**src/rtl/serial_frame_rx.sv**
```systemverilog
// Serial frame receiver: start bit, N data bits LSB first,
// optional even parity, stop bit; reports good frames and errors.
module serial_frame_rx #(
  parameter int N         = 8,
  parameter bit PARITY_EN = 1'b1
) (
  input  logic         Clock,
  input  logic         Reset,
  input  logic         S_IN,
  output logic [N-1:0] DATA_OUT,
  output logic         VALID,
  output logic         FRAME_ERR,
  output logic         BUSY,
  output logic [7:0]   FRAME_CNT
);

  localparam int CW = (N > 1) ? $clog2(N) : 1;

  typedef enum logic [2:0] {
    IDLE,
    DATA,
    PARITY,
    STOP,
    WAIT_IDLE
  } state_t;

  state_t        state;
  state_t        state_nx;
  logic [CW-1:0] cnt;
  logic [N-1:0]  shreg;
  logic          par_acc;
  logic          par_err;
  logic          good;
  logic          bad;

  always_ff @(posedge Clock) begin
    if (Reset) state <= IDLE;
    else       state <= state_nx;
  end

  always_comb begin
    state_nx = state;
    good     = 1'b0;
    bad      = 1'b0;
    unique case (state)
      IDLE: begin
        if (!S_IN) state_nx = DATA;
      end
      DATA: begin
        if (cnt == CW'(N - 1))
          state_nx = PARITY_EN ? PARITY : STOP;
      end
      PARITY: begin
        state_nx = STOP;
      end
      STOP: begin
        if (S_IN) begin
          state_nx = IDLE;
          good     = !par_err;
          bad      = par_err;
        end else begin
          state_nx = WAIT_IDLE;
          bad      = 1'b1;
        end
      end
      WAIT_IDLE: begin
        // a 0 here is line noise, never a start bit
        if (S_IN) state_nx = IDLE;
      end
      default: state_nx = IDLE;
    endcase
  end

  always_ff @(posedge Clock) begin
    if (Reset) begin
      cnt       <= '0;
      shreg     <= '0;
      par_acc   <= 1'b0;
      par_err   <= 1'b0;
      DATA_OUT  <= '0;
      VALID     <= 1'b0;
      FRAME_ERR <= 1'b0;
      BUSY      <= 1'b0;
      FRAME_CNT <= 8'd0;
    end else begin
      VALID     <= good;
      FRAME_ERR <= bad;
      BUSY      <= (state_nx != IDLE);
      if (good) begin
        DATA_OUT  <= shreg;
        FRAME_CNT <= FRAME_CNT + 8'd1;
      end
      case (state)
        IDLE: begin
          cnt     <= '0;
          par_acc <= 1'b0;
          par_err <= 1'b0;
        end
        DATA: begin
          shreg[cnt] <= S_IN;
          par_acc    <= par_acc ^ S_IN;
          cnt        <= cnt + CW'(1);
        end
        PARITY: begin
          par_err <= par_acc ^ S_IN;
        end
        default: ;
      endcase
    end
  end

endmodule

```
**config.mk**
```make
export PLATFORM = sky130hd
export DESIGN_NAME = serial_frame_rx
export DESIGN_NICKNAME = d
export VERILOG_FILES = /design/src/rtl/serial_frame_rx.sv
export SDC_FILE = /design/constraint.sdc
export NUM_CORES = 1
export LEC_CHECK = 0
export BUFFER_PORTS_ARGS = -buffer_cell sky130_fd_sc_hd__buf_2
export CAP_MARGIN = 5
export CORE_MARGIN = 2
export CORE_UTILIZATION = 45
export CTS_BUF_LIST = sky130_fd_sc_hd__clkbuf_4
export DETAILED_ROUTE_END_ITERATION = 6
export PLACE_DENSITY = 0.69
export RECOVER_POWER = 50
export SLEW_MARGIN = 30
export SYNTH_ARGS = -nofsm -noshare
export SYNTH_HDL_FRONTEND = slang
export SYNTH_SLANG_ARGS = --single-unit
```
**constraint.sdc**
```tcl
create_clock -name Clock -period 4.1 [get_ports Clock]
set_input_delay 0.205 -clock Clock [delete_from_list [all_inputs] [get_ports Clock]]
set_output_delay 0.205 -clock Clock [all_outputs]
set_load 0.01 [all_outputs]
```
# Word-level counts from Yosys, hierarchy flattened
# Cells that the tools add are included.
dict set report classes {
  bitwise_logic 2
  n_lt_le_gt_ge 2
  reduce_logical 7
  n_mux 14
  add_sub_neg 2
  eq_ne 5
}
# op count
set ops {}
lappend ops {{$pmux W3 S5} 1}
lappend ops {{$mux W3} 4}
lappend ops {{$add A8 B1 Y8 const B} 1}
lappend ops {{$bwmux W8} 1}
lappend ops {{$eq A3 B2 Y1 const B} 2}
lappend ops {{$eq A3 B3 Y1 const B} 2}
lappend ops {{$pmux W3 S2} 1}
lappend ops {{$lt A3 B4 Y1 const B} 1}
lappend ops {{$mux W1} 4}
lappend ops {{$pmux W1 S2} 2}
lappend ops {{$reduce_bool A2 Y1} 2}
lappend ops {{$add A3 B1 Y3 const B} 1}
lappend ops {{$demux W1 S3} 1}
lappend ops {{$eq A3 B1 Y1 const B} 1}
lappend ops {{$ge A3 B1 Y1 const B} 1}
lappend ops {{$logic_not A3 Y1} 1}
lappend ops {{$reduce_bool A3 Y1} 1}
lappend ops {{$reduce_or A2 Y1} 1}
lappend ops {{$logic_and A1 B1 Y1} 1}
lappend ops {{$logic_not A1 Y1} 1}
lappend ops {{$not A1 Y1} 1}
lappend ops {{$xor A1 B1 Y1} 1}
dict set report word_totals {
  input_bits 3
  regBits 35
  elab_cells 42
  output_inout_bits 19
}

# Logic depth before layout (Yosys ltp)
dict set report depth {
  depth_word 5
  ltp_mapped 5
}

# Worst setup path before layout
# Ideal clock, no wire load.
dict set report synth_path {
  path_kind {reg-to-reg}
  from {reg state[2]}
  to {reg FRAME_CNT[7]}
  path_buffers 1
  t_required_ns 3.979
  setup_time_ns 0.121
  t_arrival_ns 1.306
  synth_period_minus_slack_ns 1.427
  path_stages_with_launch 5
  setup_slack_ns 2.673
  path_cell_list {dfxtp_1 > nand3b_2 > buf_2 > nor4_1 > mux2_2}
}
dict set report synth_between {
  elab_chain_len 2
}
# element line_no
set synth_rtl {}
lappend synth_rtl {{start: declaration} 27} ;# state_t state;
lappend synth_rtl {{start signal: assignment} 38} ;# else state <= state_nx;
lappend synth_rtl {{$eq A3 B2 Y1} 45} ;# unique case (state)
lappend synth_rtl {{$mux W1} 45}
lappend synth_rtl {{end signal: assignment} 91} ;# FRAME_CNT <= FRAME_CNT + 8'd1;
lappend synth_rtl {{end: declaration} 14} ;# output logic [7:0] FRAME_CNT
# Every way passes these cells.
# A chain may end at the register's enable or synchronous reset.

# Final worst setup path
dict set report layout_path {
  from {reg state[1]}
  to {reg FRAME_CNT[7]}
}
# The elaborated chain is that of the path after synthesis.

==> impl_metrics.env <==
export IMPL_grt_max_degree=35
export IMPL_fin_crit_sh=0.454
export IMPL_synth_main_ff_cell="dfxtp_1"
export IMPL_vias=1276
export IMPL_power_density_nw_per_um2=392
export IMPL_rsz0062_at_grt="false"
export IMPL_r2r_end="FRAME_CNT[7]"
export IMPL_synth_top_area_share=0.451
export IMPL_avgRoutedWirePerCell_um=12.6
export IMPL_ys_warn_count=0
export IMPL_grt_pass1_wl_um=5100
export IMPL_slew_violations=0
export IMPL_p_leak_uw=0.000645
export IMPL_place_congestion=0.810
export IMPL_critPathLaunchType="register"
export IMPL_synth_commonest_cells="35 x dfxtp_1, 20 x a21oi_1, 16 x nand3_1"
export IMPL_post_cts_resized=0
export IMPL_drc=0
export IMPL_hold_buffers=0
export IMPL_ys_seq_area_frac=0.451
export IMPL_critical_path_required_ns=4.35
export IMPL_rows=21
export IMPL_synth_area_leader_cell="dfxtp_1"
export IMPL_worstSetupPathType="reg2reg"
export IMPL_nNetsFinal=199
export IMPL_max_stage_delay_ns=0.63
export IMPL_cp_cell_sequence="nand3b_2 > nor4_1 > mux2_2"
export IMPL_num_io_pins=22
export IMPL_synthArstFlopShare=0
export IMPL_die_w_um=62.8
export IMPL_grt_pass1_vias=1165
export IMPL_clockRootBuffer="clkbuf_4"
export IMPL_hpwl_um=2050
export IMPL_clk_pin_slew_worst_paths_ns=0.11
export IMPL_netlist_cell_type_count=33
export IMPL_port_buffers=21
export IMPL_holdCritPathClass="in2reg"
export IMPL_r2r_cells=3
export IMPL_syn_nets=184
export IMPL_ant_nets=0
export IMPL_wl_um=3030
export IMPL_fp_dieH_um=62.8
export IMPL_area_growth_pct=12.4
export IMPL_slew_headroom=0.446
export IMPL_path_buf_inv=0
export IMPL_dr_pass1_iters=4
export IMPL_fin_ws_ns=2.24
export IMPL_syn_area_um2=1550
export IMPL_crit_family="simple AND/OR/NAND/NOR gates"
export IMPL_cts_buffers=5
export IMPL_arrival_ns=2.11
export IMPL_setup_viol=0
export IMPL_fmax_mhz=537
export IMPL_rrSetupSlack_ns=2.24
export IMPL_finalPower_uw=684
export IMPL_synth_area_leaders="dfxtp_1 45%, a21oi_1 6.4%, mux2i_1 5.2%, nand3_1 5.2%, o21ai_0 4.5%"
export IMPL_reg2reg_from="state[1]"
export IMPL_maxCapViolCount=0
export IMPL_synth_most_common_cell="dfxtp_1"
export IMPL_grt_use_total=0.166
export IMPL_crit_path_end_kind="register"
export IMPL_setup_tns_ns=0
export IMPL_holdCritStartpoint="S_IN"
export IMPL_whs_endpoint="par_acc"
export IMPL_layout_min_cycle_time_ns=1.86
export IMPL_final_layout_size_suffix_gt1_frac=0.0722
export IMPL_core_um2=3340
export IMPL_cp_max_fo=23
export IMPL_detailedPlace_worstSlack_ns=2.24
export IMPL_hold_viol_final=0
export IMPL_worst_slew_pin_slew_ns=0.819
export IMPL_clock_skew_ns=0.0119
export IMPL_grt_overflow=0
export IMPL_insertion_delay_ns=0.35
export IMPL_status="complete, no violations"
export IMPL_die_area_um2=3940
export IMPL_start_util=0.466
export IMPL_final_area_um2=1750
export IMPL_synth_edff_count=0
export IMPL_tritoncts="yes"
export IMPL_synthCells=178
export IMPL_min_delay_path_depth=3
export IMPL_cts_max_level=2
export IMPL_avgSynthCellArea_um2=8.73
export IMPL_cts_setup_buffers=0
export IMPL_cts_sinks=35
export IMPL_drtIter0Drc=25
export IMPL_crit_slowest_cell="dfxtp_1"
export IMPL_peakVddDrop_v=0.000168
export IMPL_via_per_inst=5.32
export IMPL_antenna_found_initial=0
export IMPL_placed_cell_area_um2=1670
export IMPL_clk_path_buf_depth=2
export IMPL_yosys_register_bits=35
export IMPL_diodes=0
## where the power goes
group / switching, uW / internal, uW
Sequential: 4.88 / 344
Combinational: 16.8 / 10.4
Clock: 119 / 190
Total: 141 / 544
## stage by stage
stage / std cells / hold slack (ns) / utilization
6_report: 240 / 0.251 / 0.523
5_1_grt: 240 / 0.268 / 0.523
4_1_cts: 240 / 0.249 / 0.531
3_5_place_dp: 232 / 0.465 / 0.499
3_3_place_gp: 232 / 0.466 / 0.499
2_1_floorplan: 178 / 0.377 / -
## worst register-to-register path, cell delays in order (launching register included)
cell and delay, ns:
dfxtp_1 0.63, nand3b_2 0.38, nor4_1 0.39, mux2_2 0.37
## state kept, by name, indices dropped and copies added, names as in the netlist
register and flops:
DATA_OUT 8, FRAME_CNT 8, shreg 8, cnt 3, state 3, BUSY 1, FRAME_ERR 1, VALID 1
par_acc 1, par_err 1
## kinds of logic after synthesis
family | Yosys count | share of synthesized area
AND/OR/NAND/NOR | 72 | 0.268
AO/OA/AOI/OAI | 43 | 0.155
flip-flops | 35 | 0.451
buffers and inverters | 15 | 0.0378
multiplexers | 9 | 0.0588
adder cells (fa/ha/maj) | 3 | 0.0242
XOR/XNOR | 1 | 0.00564
## worst max path at each step
stage	start	to	slack [ns]	depth (start not counted)
2_1_floorplan	state[2]	FRAME_CNT[7]	2.67	4
3_3_place_gp	state[0]	FRAME_CNT[7]	2.33	3
3_5_place_dp	state[0]	FRAME_CNT[7]	2.24	3
4_1_cts	state[0]	FRAME_CNT[7]	2.25	3
5_1_grt	state[0]	FRAME_CNT[7]	2.04	3
6_report	state[1]	FRAME_CNT[7]	2.24	3
## routing by layer
metal | vias up | track usage | wire [um] | share of wire
met5 | - | 0 | 0 | 0
met4 | 0 | 0.0667 | 55 | 0.018
met3 | 5 | 0.0541 | 106 | 0.035
met2 | 17 | 0.286 | 1470 | 0.49
met1 | 592 | 0.189 | 1390 | 0.46
li1 | 662 | - | - | -
## layout make-up
cell class / count / area (um^2)
fillers: 328 / 1590
clock buffers: 5 / 37.5
repair buffers: 21 / 81.3
flip-flops and latches: 35 / 701
clock inverters: 3 / 67.6
inverters: 2 / 7.51
multi-input cells: 128 / 795
well taps: 46 / 57.6
## cells in the final DEF (no fill, tap or decap), types with 2 or more instances in the layout
cell type	n
a21oi_1	20
and3b_1	2
ha_1	3
nand2b_1	10
or4_1	4
or3_1	2
mux2i_1	8
nand2_1	8
nand4_1	2
nand3_1	16
bufinv_16	2
o31ai_1	5
clkbuf_4	5
or2_2	2
nor2_1	9
nor3_1	2
o21ai_0	14
dfxtp_1	35
clkbuf_1	19
nand4b_1	2
buf_2	2
nor2b_1	7
inv_1	2
Note: power is estimated with default switching activity, not from simulation.
